`config.mk`:
```
export PLATFORM = sky130hd
export DESIGN_NAME = spi_piso_tx_flat
export DESIGN_NICKNAME = d
export VERILOG_FILES = /design/src/rtl/spi_piso_tx_if.sv /design/src/rtl/spi_piso_tx.sv /design/src/flat_wrapper.sv
export SDC_FILE = /design/constraint.sdc
export NUM_CORES = 1
export LEC_CHECK = 0
export ABC_CLOCK_PERIOD_IN_PS = 1800
export CAP_MARGIN = 40
export CORE_MARGIN = 2
export CORE_UTILIZATION = 37
export CTS_BUF_LIST = sky130_fd_sc_hd__clkbuf_8
export DETAILED_ROUTE_END_ITERATION = 12
export PLACE_DENSITY = 0.66
export SLEW_MARGIN = 20
export SYNTH_ARGS = -nofsm -noshare
export SYNTH_HDL_FRONTEND = slang
export SYNTH_SLANG_ARGS = --single-unit
```
`constraint.sdc`:
```
create_clock -name clk -period 1.8 [get_ports clk]
set_input_delay 0.18 -clock clk [delete_from_list [all_inputs] [get_ports clk]]
set_output_delay 0.18 -clock clk [all_outputs]
set_load 0.005 [all_outputs]
```
`src/rtl/spi_piso_tx_if.sv`:
```
// ----------------------------------------------------------------------------
// spi_piso_tx_if
//   Bundles the word handshake and the SPI pin signals of the SPI transmit
//   engine so they can be passed as a single port.
//
//   Signals:
//     txData  [NUM_BITS] word to send, sampled only on handshake
//     txValid            txData valid
//     txReady            engine idle, can accept a word
//     sclk               SPI clock, idles low (mode 0)
//     mosi               serial data, MSB first
//     csN                chip select, active-low
//     done               one-cycle pulse at frame end
//
//   Modports:
//     master : the word producer (drives txData/txValid, observes the rest)
//     slave  : the transmit engine
// ----------------------------------------------------------------------------
interface spi_piso_tx_if #(
    parameter int NUM_BITS = 12
);
    logic [NUM_BITS-1:0] txData;
    logic                txValid;
    logic                txReady;
    logic                sclk;
    logic                mosi;
    logic                csN;
    logic                done;

    modport master (
        output txData,
        output txValid,
        input  txReady,
        input  sclk,
        input  mosi,
        input  csN,
        input  done
    );

    modport slave (
        input  txData,
        input  txValid,
        output txReady,
        output sclk,
        output mosi,
        output csN,
        output done
    );
endinterface

```
`src/rtl/spi_piso_tx.sv`:
```
// ----------------------------------------------------------------------------
// spi_piso_tx
//   SPI transmit engine (mode 0, CPOL=0/CPHA=0). Accepts a NUM_BITS word over
//   a valid/ready handshake and shifts it out MSB first on mosi, generating
//   sclk and csN for one frame per word. All outputs are registered.
//
//   Frame: IDLE -> SETUP -> (HIGH <-> LOW) -> HOLD -> IDLE, every non-IDLE
//   state lasting CLK_DIV clk cycles. csN stays low for
//   CLK_DIV*(2*NUM_BITS+1) cycles; done pulses on the IDLE entry cycle.
//
//   Parameters:
//     NUM_BITS  bits per SPI word (>= 2)
//     CLK_DIV   clk cycles per half sclk period (>= 1)
//
//   Ports:
//     clk    system clock, posedge
//     rst_n  asynchronous active-low reset
//     bus    spi_piso_tx_if.slave (txData/txValid in; txReady, sclk, mosi,
//            csN, done out)
// ----------------------------------------------------------------------------
module spi_piso_tx #(
    parameter int NUM_BITS = 12,
    parameter int CLK_DIV  = 4
) (
    input  logic          clk,
    input  logic          rst_n,
    spi_piso_tx_if.slave  bus
);

    localparam int BIT_W = $clog2(NUM_BITS + 1);
    localparam int DIV_W = (CLK_DIV > 1) ? $clog2(CLK_DIV) : 1;

    localparam logic [DIV_W-1:0] DIV_LAST = DIV_W'(CLK_DIV - 1);
    localparam logic [BIT_W-1:0] BIT_ALL  = BIT_W'(NUM_BITS);

    typedef enum logic [2:0] {
        ST_IDLE,
        ST_SETUP,
        ST_HIGH,
        ST_LOW,
        ST_HOLD
    } state_e;

    state_e              state_q,  state_d;
    logic [DIV_W-1:0]    div_q,    div_d;
    logic [BIT_W-1:0]    bit_q,    bit_d;
    logic [NUM_BITS-1:0] shreg_q,  shreg_d;
    logic                sclk_q,   sclk_d;
    logic                mosi_q,   mosi_d;
    logic                csn_q,    csn_d;
    logic                ready_q,  ready_d;
    logic                done_q,   done_d;

    // Last cycle of the current half period.
    logic half_end;
    assign half_end = (div_q == DIV_LAST);

    // ------------------------------------------------------------------------
    // Next-state and output logic
    // ------------------------------------------------------------------------
    always_comb begin
        // NOTE: every signal gets a default before the case so no path leaves
        // it unassigned; otherwise synthesis would infer a latch.
        state_d = state_q;
        div_d   = div_q + DIV_W'(1);
        bit_d   = bit_q;
        shreg_d = shreg_q;
        sclk_d  = sclk_q;
        mosi_d  = mosi_q;
        csn_d   = csn_q;
        ready_d = ready_q;
        done_d  = 1'b0;

        unique case (state_q)
            ST_IDLE: begin
                div_d = '0;
                if (bus.txValid && ready_q) begin
                    state_d = ST_SETUP;
                    shreg_d = bus.txData;
                    mosi_d  = bus.txData[NUM_BITS-1];
                    csn_d   = 1'b0;
                    ready_d = 1'b0;
                    bit_d   = '0;
                end
            end

            ST_SETUP: begin
                if (half_end) begin
                    state_d = ST_HIGH;
                    div_d   = '0;
                    sclk_d  = 1'b1;
                    bit_d   = bit_q + BIT_W'(1);
                end
            end

            ST_HIGH: begin
                if (half_end) begin
                    div_d  = '0;
                    sclk_d = 1'b0;
                    if (bit_q < BIT_ALL) begin
                        // Falling edge: present the next bit for the receiver.
                        state_d = ST_LOW;
                        shreg_d = {shreg_q[NUM_BITS-2:0], 1'b0};
                        mosi_d  = shreg_q[NUM_BITS-2];
                    end else begin
                        // mosi keeps the LSB through HOLD.
                        state_d = ST_HOLD;
                    end
                end
            end

            ST_LOW: begin
                if (half_end) begin
                    state_d = ST_HIGH;
                    div_d   = '0;
                    sclk_d  = 1'b1;
                    bit_d   = bit_q + BIT_W'(1);
                end
            end

            ST_HOLD: begin
                if (half_end) begin
                    state_d = ST_IDLE;
                    div_d   = '0;
                    csn_d   = 1'b1;
                    ready_d = 1'b1;
                    done_d  = 1'b1;
                    mosi_d  = 1'b0;
                    bit_d   = '0;
                    shreg_d = '0;
                end
            end

            default: begin
                state_d = ST_IDLE;
                div_d   = '0;
                bit_d   = '0;
                shreg_d = '0;
                sclk_d  = 1'b0;
                mosi_d  = 1'b0;
                csn_d   = 1'b1;
                ready_d = 1'b1;
            end
        endcase
    end

    // ------------------------------------------------------------------------
    // State register. Reset drives csN high and sclk/mosi low immediately,
    // discarding any word in flight without a done pulse.
    // ------------------------------------------------------------------------
    // NOTE: sequential state uses non-blocking assignments so every register
    // samples the pre-edge values, independent of statement order.
    always_ff @(posedge clk or negedge rst_n) begin
        if (!rst_n) begin
            state_q <= ST_IDLE;
            div_q   <= '0;
            bit_q   <= '0;
            shreg_q <= '0;
            sclk_q  <= 1'b0;
            mosi_q  <= 1'b0;
            csn_q   <= 1'b1;
            ready_q <= 1'b1;
            done_q  <= 1'b0;
        end else begin
            state_q <= state_d;
            div_q   <= div_d;
            bit_q   <= bit_d;
            shreg_q <= shreg_d;
            sclk_q  <= sclk_d;
            mosi_q  <= mosi_d;
            csn_q   <= csn_d;
            ready_q <= ready_d;
            done_q  <= done_d;
        end
    end

    assign bus.txReady = ready_q;
    assign bus.sclk    = sclk_q;
    assign bus.mosi    = mosi_q;
    assign bus.csN     = csn_q;
    assign bus.done    = done_q;

endmodule

```
`src/flat_wrapper.sv`:
```
// flat-port wrapper written by rule: the top's interface ports become plain ports
module spi_piso_tx_flat 
#(
    parameter int NUM_BITS = 12,
    parameter int CLK_DIV  = 4
)
  (clk, rst_n, bus_txData, bus_txValid, bus_txReady, bus_sclk, bus_mosi, bus_csN, bus_done);
  spi_piso_tx_if #(.NUM_BITS(NUM_BITS)) bus_i ();
  input  logic clk;
  input  logic rst_n;
  input wire logic [$bits(bus_i.txData)-1:0] bus_txData;
  input wire logic [$bits(bus_i.txValid)-1:0] bus_txValid;
  output wire logic [$bits(bus_i.txReady)-1:0] bus_txReady;
  output wire logic [$bits(bus_i.sclk)-1:0] bus_sclk;
  output wire logic [$bits(bus_i.mosi)-1:0] bus_mosi;
  output wire logic [$bits(bus_i.csN)-1:0] bus_csN;
  output wire logic [$bits(bus_i.done)-1:0] bus_done;
  assign bus_i.txData = bus_txData;
  assign bus_i.txValid = bus_txValid;
  assign bus_txReady = bus_i.txReady;
  assign bus_sclk = bus_i.sclk;
  assign bus_mosi = bus_i.mosi;
  assign bus_csN = bus_i.csN;
  assign bus_done = bus_i.done;
  spi_piso_tx #(.NUM_BITS(NUM_BITS), .CLK_DIV(CLK_DIV)) u_core (.clk(clk), .rst_n(rst_n), .bus(bus_i));
endmodule
```
# [Word-level counts from Yosys, hierarchy flattened]
# Index checks and enable logic that the tools add are counted.
# Widths: inputs -> output; s select.
[word_totals] regBits=24 in_bits=15 out_inout_bits=5 wordCells=64
[op_classes] n_addsub=2 n_lt_le_gt_ge=1 n_eq_ne=10 muxes=28 bitwise=4 reduce_logical=11
[op_table] operator="$mux 11" count=4
[op_table] operator="$pmux 11 s4" count=1
[op_table] operator="$pmux 4 s4" count=1
[op_table] operator="$mux 3" count=5
[op_table] operator="$mux 4" count=3
[op_table] operator="$pmux 3 s4" count=1
[op_table] operator="$ne 2x1->1 const B" count=5
[op_table] operator="$mux 1" count=8
[op_table] operator="$reduce_and 4->1" count=2
[op_table] operator="$eq 3x2->1 const B" count=2
[op_table] operator="$pmux 1 s3" count=2
[op_table] operator="$reduce_and 3->1" count=2
[op_table] operator="$reduce_and 5->1" count=1
[op_table] operator="$add 4x1->4 const B" count=1
[op_table] operator="$lt 4x4->1 const B" count=1
[op_table] operator="$mux 2" count=2
[op_table] operator="$not 1->1" count=4
[op_table] operator="$pmux 1 s4" count=1
[op_table] operator="$reduce_or 2->1" count=2
[op_table] operator="$reduce_or 4->1" count=1
[op_table] operator="$eq 3x1->1 const B" count=1
[op_table] operator="$eq 3x3->1 const B" count=1
[op_table] operator="$logic_not 3->1" count=1
[op_table] operator="$reduce_or 3->1" count=1
[op_table] operator="3 further kinds" count=3

# [Depth between registers and ports, before layout]
# Gate-level depths: netlist (run 1).
[depth] depth_word=4 ltp_mapped=6 depth_no_buf=5

# [Worst setup path after synthesis (run 1)]
# No wires, ideal clock.
[synth_timing] kind="reg2reg" startpoint="reg u_core.state_q[0]" endpoint="reg u_core.mosi_q, in the netlist u_core.bus.mosi" setup_ps=125 t_arrival_ps=1433 required_ps=1675 setup_slack_ps=242 path_stages_with_launch=7 path_buffers=2 period_less_slack_ps=1558 path_cell_list="dfrtp_1 > buf_4 > nor2_4 > a311oi_2 > a31oi_2 > buf_6 > mux2_4"
[synth_between] elab_chain_len=4 word_cells_on_any_way=13 classes_between="eq/ne: 8; mux: 1; bitwise: 1; reduce/logical: 3"
[synth_lines] element="from (decl)" line_no="spi_piso_tx.sv:44" source="state_e state_q, state_d;"
[synth_lines] element="from (signal assigned)" line_no="spi_piso_tx.sv:165" source="state_q <= state_d;"
[synth_lines] element="$eq 3x1->1 / $eq 3x2->1 (equally long branches)" line_no="spi_piso_tx.sv:74" source="unique case (state_q)"
[synth_lines] element="$reduce_or 2->1 (no source line)"
[synth_lines] element="$not 1->1 (no source line)"
[synth_lines] element="$reduce_and 5->1 (no source line)"
[synth_lines] element="to (signal assigned)" line_no="spi_piso_tx.sv:170" source="mosi_q <= mosi_d;"
[synth_lines] element="to (decl)" line_no="spi_piso_tx.sv:49" source="logic mosi_q, mosi_d;"
# Parallel ways exist; a longest one is shown, timed or not.
# A chain may end at the register's enable or synchronous reset.

# [Worst setup path after layout (run 1)]
[layout_timing] startpoint="reg u_core.div_q[0]" endpoint="reg u_core.shreg_q[5]"
[layout_between] elab_chain_len=3 word_cells_on_any_way=4 classes_between="eq/ne: 3; reduce/logical: 1"
[layout_lines] element="from (decl)" line_no="spi_piso_tx.sv:45" source="logic [DIV_W-1:0] div_q, div_d;"
[layout_lines] element="from (signal assigned)" line_no="spi_piso_tx.sv:166" source="div_q <= div_d;"
[layout_lines] element="$eq 2x2->1 (*)" line_no="spi_piso_tx.sv:56" source="assign half_end = (div_q == DIV_LAST);"
[layout_lines] element="$ne 2x1->1 (no source line)"
[layout_lines] element="$reduce_and 5->1 (no source line) (*)"
[layout_lines] element="to (signal assigned)" line_no="spi_piso_tx.sv:168" source="shreg_q <= shreg_d;"
[layout_lines] element="to (decl)" line_no="spi_piso_tx.sv:47" source="logic [NUM_BITS-1:0] shreg_q, shreg_d;"
# Mark *: on every way between the ends. The rest lies on a longest branch, timed or not.

==> impl_metrics.json, run 1 <==
{
  "slew_headroom_pct": 70.6,
  "use_met2_pct": 26.2,
  "synth_top_area_share_pct": 43.7,
  "fmax_mhz": 606,
  "io_pins": 20,
  "remaining_drc_errors": 0,
  "r2r-start": "u_core.div_q[0]",
  "n_antenna_cell": 0,
  "wirelength_um": 2560,
  "end_kind": "flip-flop",
  "synthArstFlopShare_pct": 100,
  "synth_seq_cells": 24,
  "syn_avg_cell_area_sq_um": 11.4,
  "rsz0062_at_grt": "no",
  "syn_nets": 133,
  "cts_setup_buffers": 0,
  "cts_buffers": 3,
  "skew_ps": 0.966,
  "fp.dieH_um": 63.7,
  "ir_drop_uv": 645,
  "clock_sinks": 24,
  "drtIter0Drc": 25,
  "route.detailed.vias_per_inst": 5.07,
  "cts.clk_slew.worst_paths_ps": 80,
  "yosysTopAreaCell": "dfrtp_1",
  "synthFlopType": "dfrtp_1",
  "yosysWarnings": 0,
  "final_core_util_pct": 48.1,
  "synthCells": 116,
  "hp-class": "input pin to async pin",
  "cp.required_ps": 1960,
  "p_leak_nw": 0.761,
  "cts_buffer_depth": 2,
  "drt.antenna.violating_nets": 0,
  "core-area_sq_um": 3390,
  "yosysMostFrequentCell": "dfrtp_1",
  "synth_area_sq_um": 1320,
  "drive_above_1_share_pct": 23.7,
  "antenna_found_initial": 0,
  "drt-wirelength-per-cell_um": 13.8,
  "cp.arrival_ps": 1810,
  "r2r_setup_slack_ps": 150,
  "rows": 21,
  "cts_root_buf": "clkbuf_8",
  "start_kind": "flip-flop",
  "cts_tree": "built",
  "fill_cells": 319,
  "place_congestion": 0.790,
  "overflow": 0,
  "portBuffers": 19,
  "worst_slew_pin_slew_ps": 440,
  "die_x_um": 63.7,
  "synth_seq_area_share_pct": 45.7,
  "grt_max_degree": 17,
  "drv_slew": 0,
  "finalNetCount": 157,
  "h-tree-depth": 1,
  "grtUsageMet3_pct": 4.11,
  "hpwl_um": 1900,
  "clk_latency_ps": 270,
  "setup_slack_ps": 149,
  "powerDensity_nw_per_um2": 1500,
  "drt_pre_antenna_iters": 2,
  "fin_setup_tns_ps": 0,
  "synth_edf_count": 0,
  "maxCapViolations": 0,
  "synthDistinctLibCells": 35,
  "setup_viol": 0,
  "grt_use_met1_pct": 16.9,
  "dp_slack_ps": 90.1,
  "period_share_pct": 91.7,
  "cp_max_fo": 12,
  "areaGrowthSynthToFinish_pct": 23.6,
  "synth_common_cells": "dfrtp_1, nor2_1, mux2i_1, mux2_4, nand2_1",
  "worstReg2RegEnd": "u_core.shreg_q[5]",
  "start_util_pct": 38.9,
  "grtUsageTotal_pct": 14.5,
  "dieArea_sq_um": 4050,
  "vias": 938,
  "status": "finished, final reports clean",
  "hold_viol": 0,
  "top_usage_layer": "met2",
  "period_minus_slack_ps": 1650,
  "grt_first_pass_wirelength_um": 4570,
  "grt_pass1_vias": 992,
  "synth_area_leaders": "dfrtp_1, mux2_4, mux2i_1, nor2_1, nand2_1",
  "r2r_cells": 5,
  "worstSetupPathType": "flip-flop to flip-flop"
}
cells in the final DEF (no fill, tap or decap), types with 3 or more instances in the layout:
cell,n
clkdlybuf4s50_1,19
nor2_1,15
nand2_1,10
clkbuf_8,3
nand3_1,3
mux2_4,10
buf_4,7
inv_1,3
dfrtp_1,23
o21ai_0,3
mux2i_1,13
a21oi_1,3
flip-flops by register name (all words and copies together) (netlist names):
name / cells
u_core.state_q: 3
u_core.bus.txReady: 1
u_core.div_q: 2
u_core.shreg_q: 11
u_core.bit_q: 4
u_core.bus.sclk: 1
u_core.bus.mosi: 1
u_core.bus.done: 1
worst max path at each step:
stage | startpoint | to | slack [ps]
after CTS | u_core.div_q[0] | u_core.shreg_q[5] | 90
final | u_core.div_q[0] | u_core.shreg_q[5] | 150
after floorplan | u_core.state_q[0] | u_core.bus.mosi | 240
after global placement | bus_txValid | u_core.shreg_q[4] | 100
after detailed placement | bus_txValid | u_core.shreg_q[5] | 90
after global routing | u_core.div_q[0] | u_core.shreg_q[5] | 70
stage by stage:
step / instance area (sq um) / hold WS [ps] / total power [mW] / cells
6_report: 1630 / 215 / 2.44 / 185
5_1_grt: 1630 / 255 / 2.63 / 185
4_1_cts: 1630 / 245 / 2.47 / 185
3_5_place_dp: 1580 / 438 / 2.14 / 181
3_3_place_gp: 1580 / 424 / 2.08 / 181
2_1_floorplan: 1320 / -116 / 1.81 / 116
area by class of cell:
cell class	count	area (sq um)	area share, %
sequential	24	602	36.9
clock buffer	3	41.3	2.53
inverter	2	7.51	0.461
tap	46	57.6	3.53
timing repair buffer	27	263	16.1
multi-input combinational	82	654	40.2
clock inverter	1	3.75	0.230
cell families after synthesis:
group / synth area share [%]
AOI/OAI and AO/OA: 8.64
xor gates and xnor gates: 0.665
adders and majority gates: 1.90
buffers and inverters: 4.84
DFF: 45.7
muxes: 23.0
and+or+nand+nor: 15.3
worst max-delay path: stages, from the launching register on:
cell and delay [ps]:
dfrtp_1 360, ha_2 250, nand2_1 130, a31oi_2 270, buf_12 190, mux2_2 330
layer usage:
layer  wire (um)  vias to the layer above
met2        1330                       20
met4          21                        0
met3          97                        3
met5           0                        -
met1        1110                      461
li1            -                      454
report_power, final:
part,total (mW),switching (mW),internal (mW),leakage [nW]
clock,0.321,0.169,0.153,0.0269
combinational,1.22,0.548,0.668,0.424
sequential,0.903,0.164,0.739,0.310
total,2.44,0.880,1.56,0.761
timing repair:
action	CTS	global route
resized for setup	0	1
endpoints found under the setup margin	0	2
hold buffers	0	0
Power figures use the tool's default switching activity.
==> inputs of run 2 (changes only) <==
--- a/config.mk
+++ b/config.mk
@@ -12,6 +12,7 @@
 export CTS_BUF_LIST = sky130_fd_sc_hd__clkbuf_8
 export DETAILED_ROUTE_END_ITERATION = 12
 export PLACE_DENSITY = 0.66
+export REMOVE_ABC_BUFFERS = 1
 export SLEW_MARGIN = 20
 export SYNTH_ARGS = -nofsm -noshare
 export SYNTH_HDL_FRONTEND = slang
==> run 2 against run 1 <==
Net effect:
- cell area rose by 1.5%
- sequential power barely moved
- flip-flop and latch count did not move
- critical path depth did not move
- clock skew rose by 8.0 ps
- count of clock-buffer cells in the layout rose by 1
- via count fell by 0.32%
- die area did not move
- sequential share of layout area fell by 0.56 points
- utilization rose by 0.74 points
- global-route usage rose by 0.41 points
- largest cell class unchanged
==> impl_metrics.json, run 2 (synthesis results as in run 1) <==
{
  "clk_latency_ps": 270,
  "grt_max_degree": 17,
  "placed_cell_area_sq_um": 1600,
  "route.detailed.vias_per_inst": 5.00,
  "grt_pass1_vias": 984,
  "power_frac_comb_pct": 49.5,
  "maxCapViolations": 0,
  "worst_slew_pin_slew_ps": 400,
  "final_cell_mix": "dfrtp_1, clkdlybuf4s50_1, nor2_1",
  "finalPower_mw": 2.53,
  "finalNetCount": 159,
  "drt_pre_antenna_iters": 4,
  "p_switching_uw": 903,
  "crit_family": "flip-flops",
  "fin_hold_ws_ps": 189,
  "overflow": 0,
  "io_pins": 20,
  "cp.depth": 5,
  "start_kind": "flip-flop",
  "ir_drop_uv": 682,
  "areaGrowthSynthToFinish_pct": 25.5,
  "h-tree-depth": 1,
  "setup_viol": 0,
  "end_kind": "flip-flop",
  "drive_above_1_share_pct": 25.5,
  "skew_ps": 8.93,
  "cts_buffer_depth": 2,
  "period_share_pct": 94.4,
  "fill_cells": 321,
  "status": "finished, final reports clean",
  "largest_reg_flops": 11,
  "fmax_mhz": 588,
  "seqPwrFrac_pct": 35.6,
  "final_area_sq_um": 1650,
  "remaining_drc_errors": 0,
  "final_common_cell": "dfrtp_1",
  "antenna_found_initial": 0,
  "drt.antenna.violating_nets": 0,
  "start_util_pct": 38.9,
  "drv_slew": 0,
  "r2r_cells": 5,
  "crit_buf_inv": 1,
  "wirelength_um": 2590,
  "fp.dieH_um": 63.7,
  "cts.clk_slew.worst_paths_ps": 90,
  "critical_path.max_stage_delay_ps": 380,
  "clock_sinks": 24,
  "top_regs": "u_core.shreg_q (11), u_core.bit_q (4), u_core.state_q (3)",
  "core-area_sq_um": 3390,
  "drt-wirelength-per-cell_um": 13.8,
  "drtIter0Drc": 53,
  "top_register": "u_core.shreg_q",
  "dieArea_sq_um": 4050,
  "period_minus_slack_ps": 1700,
  "cp.required_ps": 1960,
  "grtUsageTotal_pct": 14.9,
  "slew_headroom_pct": 73.3,
  "cp_cell_sequence": "ha_2, nand2_1, a31oi_2, buf_12, mux2_2",
  "vias": 935,
  "rsz0062_at_grt": "no",
  "portBuffers": 19,
  "powerDensity_nw_per_um2": 1530,
  "grt_first_pass_wirelength_um": 4750,
  "cp.arrival_ps": 1860,
  "hold_viol": 0,
  "switching_share_pct": 35.7,
  "cts_buffers": 3,
  "cts_setup_buffers": 0,
  "cpMaxStageDelayCell": "dfrtp_1",
  "cp_max_fo": 12,
  "hp-class": "input pin to async pin",
  "regArea_sq_um": 602,
  "worstSetupPathType": "flip-flop to flip-flop",
  "die_x_um": 63.7,
  "place_congestion": 0.792,
  "rows": 21,
  "n_antenna_cell": 0,
  "p_leak_nw": 0.773,
  "multi_input_area_sq_um": 654,
  "p_clk_share_pct": 14.9,
  "cts_tree": "built",
  "cts_root_buf": "clkbuf_8",
  "hpwl_um": 1890,
  "p_int_mw": 1.63
}
## run 2: cell count changes in the layout (fill, tap and decap cells not counted)
cell,delta
buf_4,+2
clkbuf_8,+1
inv_1,-1
## run 2: layer usage
| metal | GRT usage (%) | wire length [um] | vias to the layer above |
|---|---|---|---|
| met5 | 0 | 0 | - |
| met4 | 2.45 | 19 | 0 |
| met2 | 25.4 | 1290 | 17 |
| li1 | - | - | 457 |
| met3 | 4.29 | 103 | 5 |
| met1 | 19.0 | 1180 | 456 |
## run 2: path summary, 6_finish.rpt
check,startpoint,end,slack [ps]
min reg2reg,u_core.div_q[0],u_core.div_q[0],470
max in group asynchronous,rst_n,u_core.state_q[0],1040
max reg2reg,u_core.div_q[0],u_core.shreg_q[4],100
max,u_core.div_q[0],u_core.shreg_q[4],100
min,rst_n,u_core.bit_q[0],190
min in group clk,u_core.div_q[0],u_core.div_q[0],470
## run 2: what timing repair did
item | in CTS | in global routing
endpoints found under the setup margin | 0 | 11
gates resized for setup | 0 | 1
hold buffers | 0 | 0
## run 2: layout make-up
class	instances	share of cell area [%]
multi-input combinational	82	39.6
sequential	24	36.4
timing repair buffer	29	16.8
tap	46	3.48
clock buffer	4	3.33
inverter	2	0.454
## run 2: power by group through the flow
| stage | combinational [mW] | clock (mW) | sequential, mW |
|---|---|---|---|
| detailed placement | 1.26 | 0 | 0.909 |
| CTS | 1.26 | 0.392 | 0.902 |
| global placement | 1.22 | 0 | 0.896 |
| finish | 1.25 | 0.377 | 0.900 |
| global route | 1.38 | 0.421 | 0.933 |
| floorplan | 0.801 | 0 | 0.927 |
## run 2: stage by stage
| stage | std cells | utilization (%) | worst slack [ps] | setup TNS, ps |
|---|---|---|---|---|
| floorplan | 108 | - | -335 | -3460 |
| global placement | 183 | 47.1 | 103 | 0 |
| detailed placement | 183 | 47.1 | 53.0 | 0 |
| CTS | 187 | 48.7 | 14.9 | 0 |
| global route | 187 | 48.8 | 34.7 | 0 |
| finish | 187 | 48.8 | 100 | 0 |
## run 2: worst register-to-register path: cells and delay by family, from the launching register on
family                     cells  cell delay [ps]
AOI/OAI and AO/OA              1              260
and+or+nand+nor                1              130
muxes                          1              340
DFF                            1              380
buffers and inverters          1              190
adders and majority gates      1              280
==> inputs of run 3 (changes only) <==
--- a/config.mk
+++ b/config.mk
@@ -7,7 +7,8 @@
 export LEC_CHECK = 0
 export ABC_CLOCK_PERIOD_IN_PS = 1800
 export CAP_MARGIN = 40
-export CORE_MARGIN = 2
+export CORE_ASPECT_RATIO = 1.1
+export CORE_MARGIN = 4
 export CORE_UTILIZATION = 37
 export CTS_BUF_LIST = sky130_fd_sc_hd__clkbuf_8
 export DETAILED_ROUTE_END_ITERATION = 12
==> run 3 against run 2 <==
Net effect:
- critical path depth unchanged
- die area up 13%
- via count down 0.21%
- clock power down 4%
- fmax up 1.6%
- non-clock buffer count unchanged
- wire length down 3.4%
- largest power group unchanged
==> impl_metrics.json, run 3 (synthesis results as in run 1) <==
{
  "final_core_util_pct": 48.9,
  "dieArea_sq_um": 4580,
  "grt_pass1_vias": 947,
  "vias": 933,
  "cts_setup_buffers": 0,
  "grtUsageTotal_pct": 11.4,
  "overflow": 0,
  "drt-wirelength-per-cell_um": 13.2,
  "io_pins": 20,
  "cp.required_ps": 1950,
  "cts_resized": 0,
  "period_minus_slack_ps": 1670,
  "route.detailed.vias_per_inst": 4.94,
  "cts_root_buf": "clkbuf_8",
  "top_regs": "u_core.shreg_q (11), u_core.bit_q (4), u_core.state_q (3)",
  "maxCapViolations": 0,
  "start_kind": "flip-flop",
  "fp.dieH_um": 70.6,
  "wirelength_um": 2500,
  "top_register": "u_core.shreg_q",
  "cts-hold-fix-buffers": 0,
  "worstSetupPathType": "flip-flop to flip-flop",
  "hpwl_um": 1770,
  "ir_drop_uv": 637,
  "portBuffers": 19,
  "cts.clk_slew.worst_paths_ps": 80,
  "rows": 22,
  "final_cell_mix": "dfrtp_1, clkdlybuf4s50_1, nor2_1",
  "grt_first_pass_wirelength_um": 4200,
  "slew_headroom_pct": 79.6,
  "status": "finished, final reports clean",
  "drtIter0Drc": 16,
  "worst_slew_pin_slew_ps": 307,
  "grt_max_degree": 25,
  "start_util_pct": 38.9,
  "die_x_um": 64.9,
  "setup_viol": 0,
  "hold_viol": 0,
  "clk_latency_ps": 260,
  "clock_sinks": 24,
  "h-tree-depth": 1,
  "cts_buffers": 3,
  "hp-class": "input pin to async pin",
  "final_area_sq_um": 1650,
  "antenna_found_initial": 0,
  "areaGrowthSynthToFinish_pct": 25.5,
  "final_common_cell": "dfrtp_1",
  "end_kind": "flip-flop",
  "multi_input_area_sq_um": 652,
  "drt_pre_antenna_iters": 4,
  "place_congestion": 0.798,
  "period_share_pct": 93.0,
  "placed_cell_area_sq_um": 1600,
  "cts_tree": "built",
  "regArea_sq_um": 602,
  "drv_slew": 0,
  "cp.arrival_ps": 1830,
  "cts_buffer_depth": 2,
  "fill_cells": 313,
  "core-area_sq_um": 3390,
  "drive_above_1_share_pct": 24.8,
  "skew_ps": 2.98,
  "fmax_mhz": 597,
  "largest_reg_flops": 11,
  "powerDensity_nw_per_um2": 1510,
  "finalNetCount": 159,
  "remaining_drc_errors": 0,
  "drt.antenna.violating_nets": 0,
  "p_leak_nw": 0.775,
  "cp_max_fo": 12,
  "n_antenna_cell": 0,
  "rsz0062_at_grt": "no"
}
==> run 3: changes by cell type in the layout (fill, tap and decap cells not counted) <==
cell | before | now
ha_1 | 1 | 2
ha_2 | 1 | 0
==> run 3: report_power, final <==
group	internal, mW	total (mW)	switching (mW)
sequential	0.739	0.894	0.155
combinational	0.690	1.25	0.560
clock	0.195	0.362	0.167
total	1.62	2.51	0.882
==> run 3: cell type report <==
cell class              count  area share [%]
multi-input cells          82            39.4
flip-flops and latches     24            36.4
well taps                  48            3.63
inverters                   2           0.454
clock buffers               4            3.33
repair buffers             29            16.8
==> run 3: path summary, 6_finish.rpt <==
path	to	depth (start not counted)	slack, ps	startpoint
min in group clk	u_core.div_q[0]	1	440	u_core.div_q[0]
max in group asynchronous	u_core.bus.txReady	2	1250	rst_n
min	u_core.shreg_q[5]	2	270	rst_n
max reg2reg	u_core.shreg_q[5]	5	130	u_core.div_q[0]
max	u_core.shreg_q[5]	5	130	u_core.div_q[0]
min reg2reg	u_core.div_q[0]	1	440	u_core.div_q[0]
==> run 3: per-stage QoR <==
stage	hold slack, ps	cells	total power, mW	setup WS, ps	TNS (ps)
after floorplan	-116	108	1.73	-335	-3460
final	266	189	2.51	126	0
after detailed placement	435	185	2.15	91.8	0
after CTS	269	189	2.53	120	0
after global placement	426	185	2.11	115	0
after global routing	276	189	2.68	39.7	0
==> run 3: worst max-delay path, stage by stage, from the launching register on <==
cell     delay (ps)
dfrtp_1         350
ha_1            300
nand2_1         150
a31oi_2         240
buf_12          180
mux2_2          330
==> run 3: metal layers <==
metal  GRT usage (%)  vias up  wire [um]
met1            15.0      455       1170
met4            4.93        0         19
met3            2.06        2         83
met5               0        -          0
li1                -      460          -
met2            18.4       16       1230
==> variant 1: new RTL, flow settings as in run 2 <==
`NUM_BITS` is set to 12 in 3 places; all go to 24.
--- a/src/rtl/spi_piso_tx_if.sv
+++ b/src/rtl/spi_piso_tx_if.sv
@@ -18,5 +18,5 @@
 // ----------------------------------------------------------------------------
 interface spi_piso_tx_if #(
-    parameter int NUM_BITS = 12
+    parameter int NUM_BITS = 24
 );
     logic [NUM_BITS-1:0] txData;
--- a/src/rtl/spi_piso_tx.sv
+++ b/src/rtl/spi_piso_tx.sv
@@ -20,5 +20,5 @@
 // ----------------------------------------------------------------------------
 module spi_piso_tx #(
-    parameter int NUM_BITS = 12,
+    parameter int NUM_BITS = 24,
     parameter int CLK_DIV  = 4
 ) (
--- a/src/flat_wrapper.sv
+++ b/src/flat_wrapper.sv
@@ -2,5 +2,5 @@
 module spi_piso_tx_flat 
 #(
-    parameter int NUM_BITS = 12,
+    parameter int NUM_BITS = 24,
     parameter int CLK_DIV  = 4
 )
Interface: changed (resized bus_txData); port bits go from 20 to 32. No check against the original RTL was run, so the function may have changed too.
==> variant 1 against run 2 <==
- non-clock buffer count is 17 higher
- wire length rose by 50%
- maximum frequency decreased by 3.1%
- total power fell by 39%
- count of clock-buffer cells in the layout increased by 2
- sequential cell count increased by 13
- global-route usage decreased by 1.0 points
- area after synthesis grew 56%
- clock skew is 0.0042 ns lower
- cell area up 60%
- die area up 52%
- setup slack got worse by 0.054 ns
- critical path type unchanged
- critical endpoint is now u_core.shreg_q[5]
- largest cell class unchanged
- highest routed layer unchanged
==> variant 1: results (changes against run 2) <==
post_route_cells_drive_above_1_share_pct: 25.5  # -0.069 points
wire_length_of_the_first_global_routing_pass_um: 6610  # +39%
post_synth_most_frequent_cells: "36 x sky130_fd_sc_hd__dfrtp_1, 29 x sky130_fd_sc_hd__nor2_1, 25 x sky130_fd_sc_hd__mux2i_1, 20 x sky130_fd_sc_hd__mux2_4, 7 x sky130_fd_sc_hd__a21oi_1"
area_share_nonclk_buffers_pct: 18.2  # +1.4 points
multiInputGateArea_um2: 1040  # +59%
end_of_the_worst_register_to_register_path: "u_core.shreg_q[5]"
nNonClkBuffers: 46  # +59%
fin_worst_hold_slack_ns: 0.457  # +0.268 ns
synth_cell_type_count: 37  # +5.7%
cts_inserted_buffers: 5  # +2
post_drt_wl_per_cell_um: 13.5  # -2.6%
insertion_delay_ns: 0.29  # +0.02 ns
worst_clock_skew_ns: 0.00473  # -0.00420 ns
grtUsageTotal_pct: 13.9  # -1.0 points
layout.clock.cell_area_share_pct: 3.41  # +0.082 points
ctsHtreeMaxLevel: 2  # +1
clock_power_mw: 0.601  # +59%
placement.io_buffers: 31  # +12
run_status: "complete, no violations"
ys_top_cells_by_area: "sky130_fd_sc_hd__dfrtp_1 44%, sky130_fd_sc_hd__mux2_4 15%, sky130_fd_sc_hd__mux2i_1 12%"
nFillCells: 484  # +51%
use_met2_pct: 19.9  # -5.5 points
finalNetCount: 245  # +54%
met3_length_um: 198  # +92%
synth_seq_area_share_pct: 45.1  # -0.55 points
path_clk_slew_ns: 0.07  # -0.02 ns
wl_met2_um: 1690  # +31%
place.gp.congestion: 0.728  # -8.2%
num-multi-input-gates: 122  # +49%
initialDrtViolationCount: 42  # -21%
average_cell_area_after_synthesis_um2: 11.7  # +3.4%
worst_ir_drop_vdd_v: 0.000280  # -59%
sw_share_pct: 22.0  # -14 points
pleak_nw: 1.22  # +58%
comb_power_mw: 0.104  # -92%
post-dp-hpwl_um: 2540  # +34%
cts.sinks: 37  # +54%
timing.critical_path.fanout_max: 8  # -4
use_met1_pct: 19.5  # +0.56 points
sequential_cell_area_um2: 927  # +54%
[variant 1: repair_timing]
item / 4_1_cts / 5_1_grt
endpoints found under the setup margin: 12 / 22
buffers inserted: 1 / 0
hold buffers: 1 / 0
resized for setup: 4 / 2
pin swaps: 1 / 1
gates cloned: 1 / 0
endpoints found under the hold margin: 36 / 0
[variant 1: cell families after synthesis]
kind of cell | Yosys count | share of synthesized area, %
buffers and inverters | 16 | 5.36
adders and majority gates | 2 | 1.22
AOI/OAI and AO/OA | 22 | 8.41
muxes | 49 | 29.0
xor gates and xnor gates | 1 | 0.426
and+or+nand+nor | 48 | 10.5
DFF | 37 | 45.1
[variant 1: worst max path at each step]
stage | depth (start not counted) | to
5_1_grt | 5 | u_core.shreg_q[15]
6_report | 5 | u_core.shreg_q[5]
4_1_cts | 5 | u_core.shreg_q[5]
3_5_place_dp | 5 | u_core.shreg_q[20]
2_1_floorplan | 2 | u_core.shreg_q[10]
3_3_place_gp | 5 | u_core.bus.mosi
[variant 1: stage by stage]
step / total power, mW / utilization, % / TNS, ns / instances / setup WS (ns)
floorplan: 0.872 / - / -18.45 / 163 / -0.775
global placement: 0.952 / 45.4 / 0 / 278 / 0.0306
detailed placement: 0.952 / 45.4 / -0.259 / 278 / -0.0285
CTS: 1.56 / 48.3 / 0 / 288 / 0.00152
global route: 1.60 / 48.6 / 0 / 288 / 0.00588
finish: 1.54 / 48.6 / 0 / 288 / 0.0460
[variant 1: worst reg2reg max path, delay by kind of cell (launching register included)]
kind	cells	cell delay, ns
adders and majority gates	1	0.19
buffers and inverters	1	0.34
DFF	1	0.41
AOI/OAI and AO/OA	1	0.27
muxes	1	0.30
and+or+nand+nor	1	0.15
==> variant 2: new RTL, config.mk and constraints of run 2 <==
Made on the original files. The 5 states of `state_e` get a one-hot encoding in 5 bits.
--- a/src/rtl/spi_piso_tx.sv
+++ b/src/rtl/spi_piso_tx.sv
@@ -34,10 +34,10 @@
     localparam logic [BIT_W-1:0] BIT_ALL  = BIT_W'(NUM_BITS);
 
-    typedef enum logic [2:0] {
-        ST_IDLE,
-        ST_SETUP,
-        ST_HIGH,
-        ST_LOW,
-        ST_HOLD
+    typedef enum logic [4:0] {
+        ST_IDLE  = 5'b00001,
+        ST_SETUP = 5'b00010,
+        ST_HIGH  = 5'b00100,
+        ST_LOW   = 5'b01000,
+        ST_HOLD  = 5'b10000
     } state_e;
 
Function: no difference found for any inputs over 10 cycles, from zero or initial values and one cycle with rst_n low; not proved beyond that.
==> variant 2 against run 2 <==
- count of clock-buffer cells in the layout decreased by 1
- setup slack got worse by 0.012 ns
- global-route usage up 0.16 points
- synthesized cell count rose by 15%
- cell area rose by 15%
- area after synthesis is 18% higher
- wire length grew 18%
- critical path depth grew 1
- sequential cell count up 2
- clock skew fell by 0.0074 ns
- cell count up 13%
- highest routed layer unchanged
Power is not compared: it rests on default switching activity, and its combinational part moved more than twofold at a synthesized area within 25%.
==> variant 2: results (changes against run 2) <==
final_cells: 211  # +13%
postSynth.topFlopCell: "sky130_fd_sc_hd__dfrtp_1"
globalRoute.totalOverflow: 0  # unchanged
antenna-diode-count: 0  # unchanged
grt_pass1_vias: 1101  # +12%
synth_async_sr_flop_share_pct: 100  # unchanged
place.gp.congestion: 0.828  # +4.5%
synth_seq_area_share_pct: 42.0  # -3.7 points
placed_area_um2: 1830  # +15%
timing_worst_slew_pin_value_ns: 0.405  # +0.00472 ns
ff2ff_path_depth: 6  # +1
largestRegisters: "u_core.shreg_q (11), u_core.state_q (5), u_core.bit_q (4)"
grt_antenna_before_repair: 0  # unchanged
crit_path_start: "u_core.div_q[0]"
post_synth_most_frequent_cells: "24 x sky130_fd_sc_hd__dfrtp_1, 9 x sky130_fd_sc_hd__a22o_1, 8 x sky130_fd_sc_hd__mux2_4, 7 x sky130_fd_sc_hd__nor2_1, 6 x sky130_fd_sc_hd__inv_1"
post_route_cells_drive_above_1_share_pct: 29.8  # +4.3 points
library_cell_contributing_the_largest_single_delay_on_the_critical_path: "sky130_fd_sc_hd__dfrtp_1"
worst_r2r_startpoint: "u_core.div_q[0]"
timing.critical_path.fanout_max: 7  # -5
nFillCells: 378  # +18%
fin_crit_ns: 1.71  # +0.0115 ns
post-dp-hpwl_um: 2300  # +21%
viasPerCell: 5.36  # +7.1%
grtUsageTotal_pct: 15.1  # +0.16 points
wire_length_of_the_first_global_routing_pass_um: 5260  # +11%
fin_worst_hold_slack_ns: 0.270  # +0.0805 ns
run_status: "complete, no violations"
share_seq_of_total_power_pct: 52.4
ctsHtreeMaxLevel: 1  # unchanged
initialDrtViolationCount: 31  # -42%
ys_top_cells_by_area: "sky130_fd_sc_hd__dfrtp_1 39%, sky130_fd_sc_hd__mux2_4 7.7%, sky130_fd_sc_hd__a22o_1 5.1%"
cts.path.max_buffers: 2  # unchanged
worst_case_setup_slack_after_placement_ns: 0.000415  # -0.0525 ns
synth_cell_type_count: 48  # +37%
grt_start_max_net_pins: 27  # +10
cts_hold_buffers: 0  # unchanged
placement.io_buffers: 19  # unchanged
reg2reg_slack_ns: 0.09
post_drt_wl_per_cell_um: 14.5  # +4.5%
ys_warn_count: 0  # unchanged
end_of_the_worst_register_to_register_path: "u_core.shreg_q[9]"
starting_density_of_the_core_pct: 38.6  # -0.30 points
clock_power_mw: 0.485
cts_inserted_buffers: 3  # unchanged
worst_clock_skew_ns: 0.00149  # -0.00744 ns
path_clk_slew_ns: 0.09  # about the same
power.switching_mw: 0.204
insertion_delay_ns: 0.27  # about the same
worst_ir_drop_vdd_v: 0.000304
pleak_nw: 0.857
postCtsSetupBuffers: 0  # unchanged
worst_path_dominant_cell_family: "flip-flops"
average_cell_area_after_synthesis_um2: 11.7  # +2.9%
power_sequential_mw: 0.584
finalNetCount: 179  # +13%
worst_path_largest_cell_delay_ns: 0.40  # +0.02 ns
worstHoldPathType: "input pin to asynchronous set/reset pin"
==> variant 2: per-layer routing <==
metal	global-route usage (%)	part of all wire, %
met1	22.3	47
met2	22.0	48
met3	1.14	3.4
met4	7.60	1.9
met5	0	0
==> variant 2: worst register-to-register path: stages (launching register included) <==
cell	delay, ns
sky130_fd_sc_hd__dfrtp_1	0.40
sky130_fd_sc_hd__ha_2	0.23
sky130_fd_sc_hd__nor4b_4	0.25
sky130_fd_sc_hd__nand2_2	0.12
sky130_fd_sc_hd__o2111ai_4	0.13
sky130_fd_sc_hd__buf_12	0.18
sky130_fd_sc_hd__mux2_4	0.30
==> variant 2: logic make-up (layout without fill, tap and decap cells) <==
| family | after synthesis | count (layout) | synth area share, % |
|---|---|---|---|
| AND/OR/NAND/NOR | 47 | 47 | 20.9 |
| AO/OA/AOI/OAI | 28 | 28 | 15.5 |
| flip-flops | 26 | 26 | 42.0 |
| buffers and inverters | 17 | 45 | 8.45 |
| multiplexers | 11 | 11 | 9.82 |
| adder cells (fa/ha/maj) | 2 | 2 | 1.61 |
| XOR/XNOR | 2 | 2 | 1.61 |
==> variant 2: area by class of cell <==
| cell class | instances | area [um2] | area share [%] |
|---|---|---|---|
| multi-input cells | 90 | 774 | 40.6 |
| flip-flops and latches | 26 | 656 | 34.3 |
| repair buffers | 35 | 323 | 16.9 |
| well taps | 50 | 62.6 | 3.28 |
| clock buffers | 3 | 41.3 | 2.16 |
| clock inverters | 1 | 30.0 | 1.57 |
| inverters | 6 | 22.5 | 1.18 |
==> variant 2: what timing repair did <==
item | in CTS | in global routing
gates cloned | 0 | 0
endpoints found under the setup margin | 7 | 8
hold endpoints to repair | 0 | 0
pin swaps | 0 | 0
resized for setup | 1 | 3
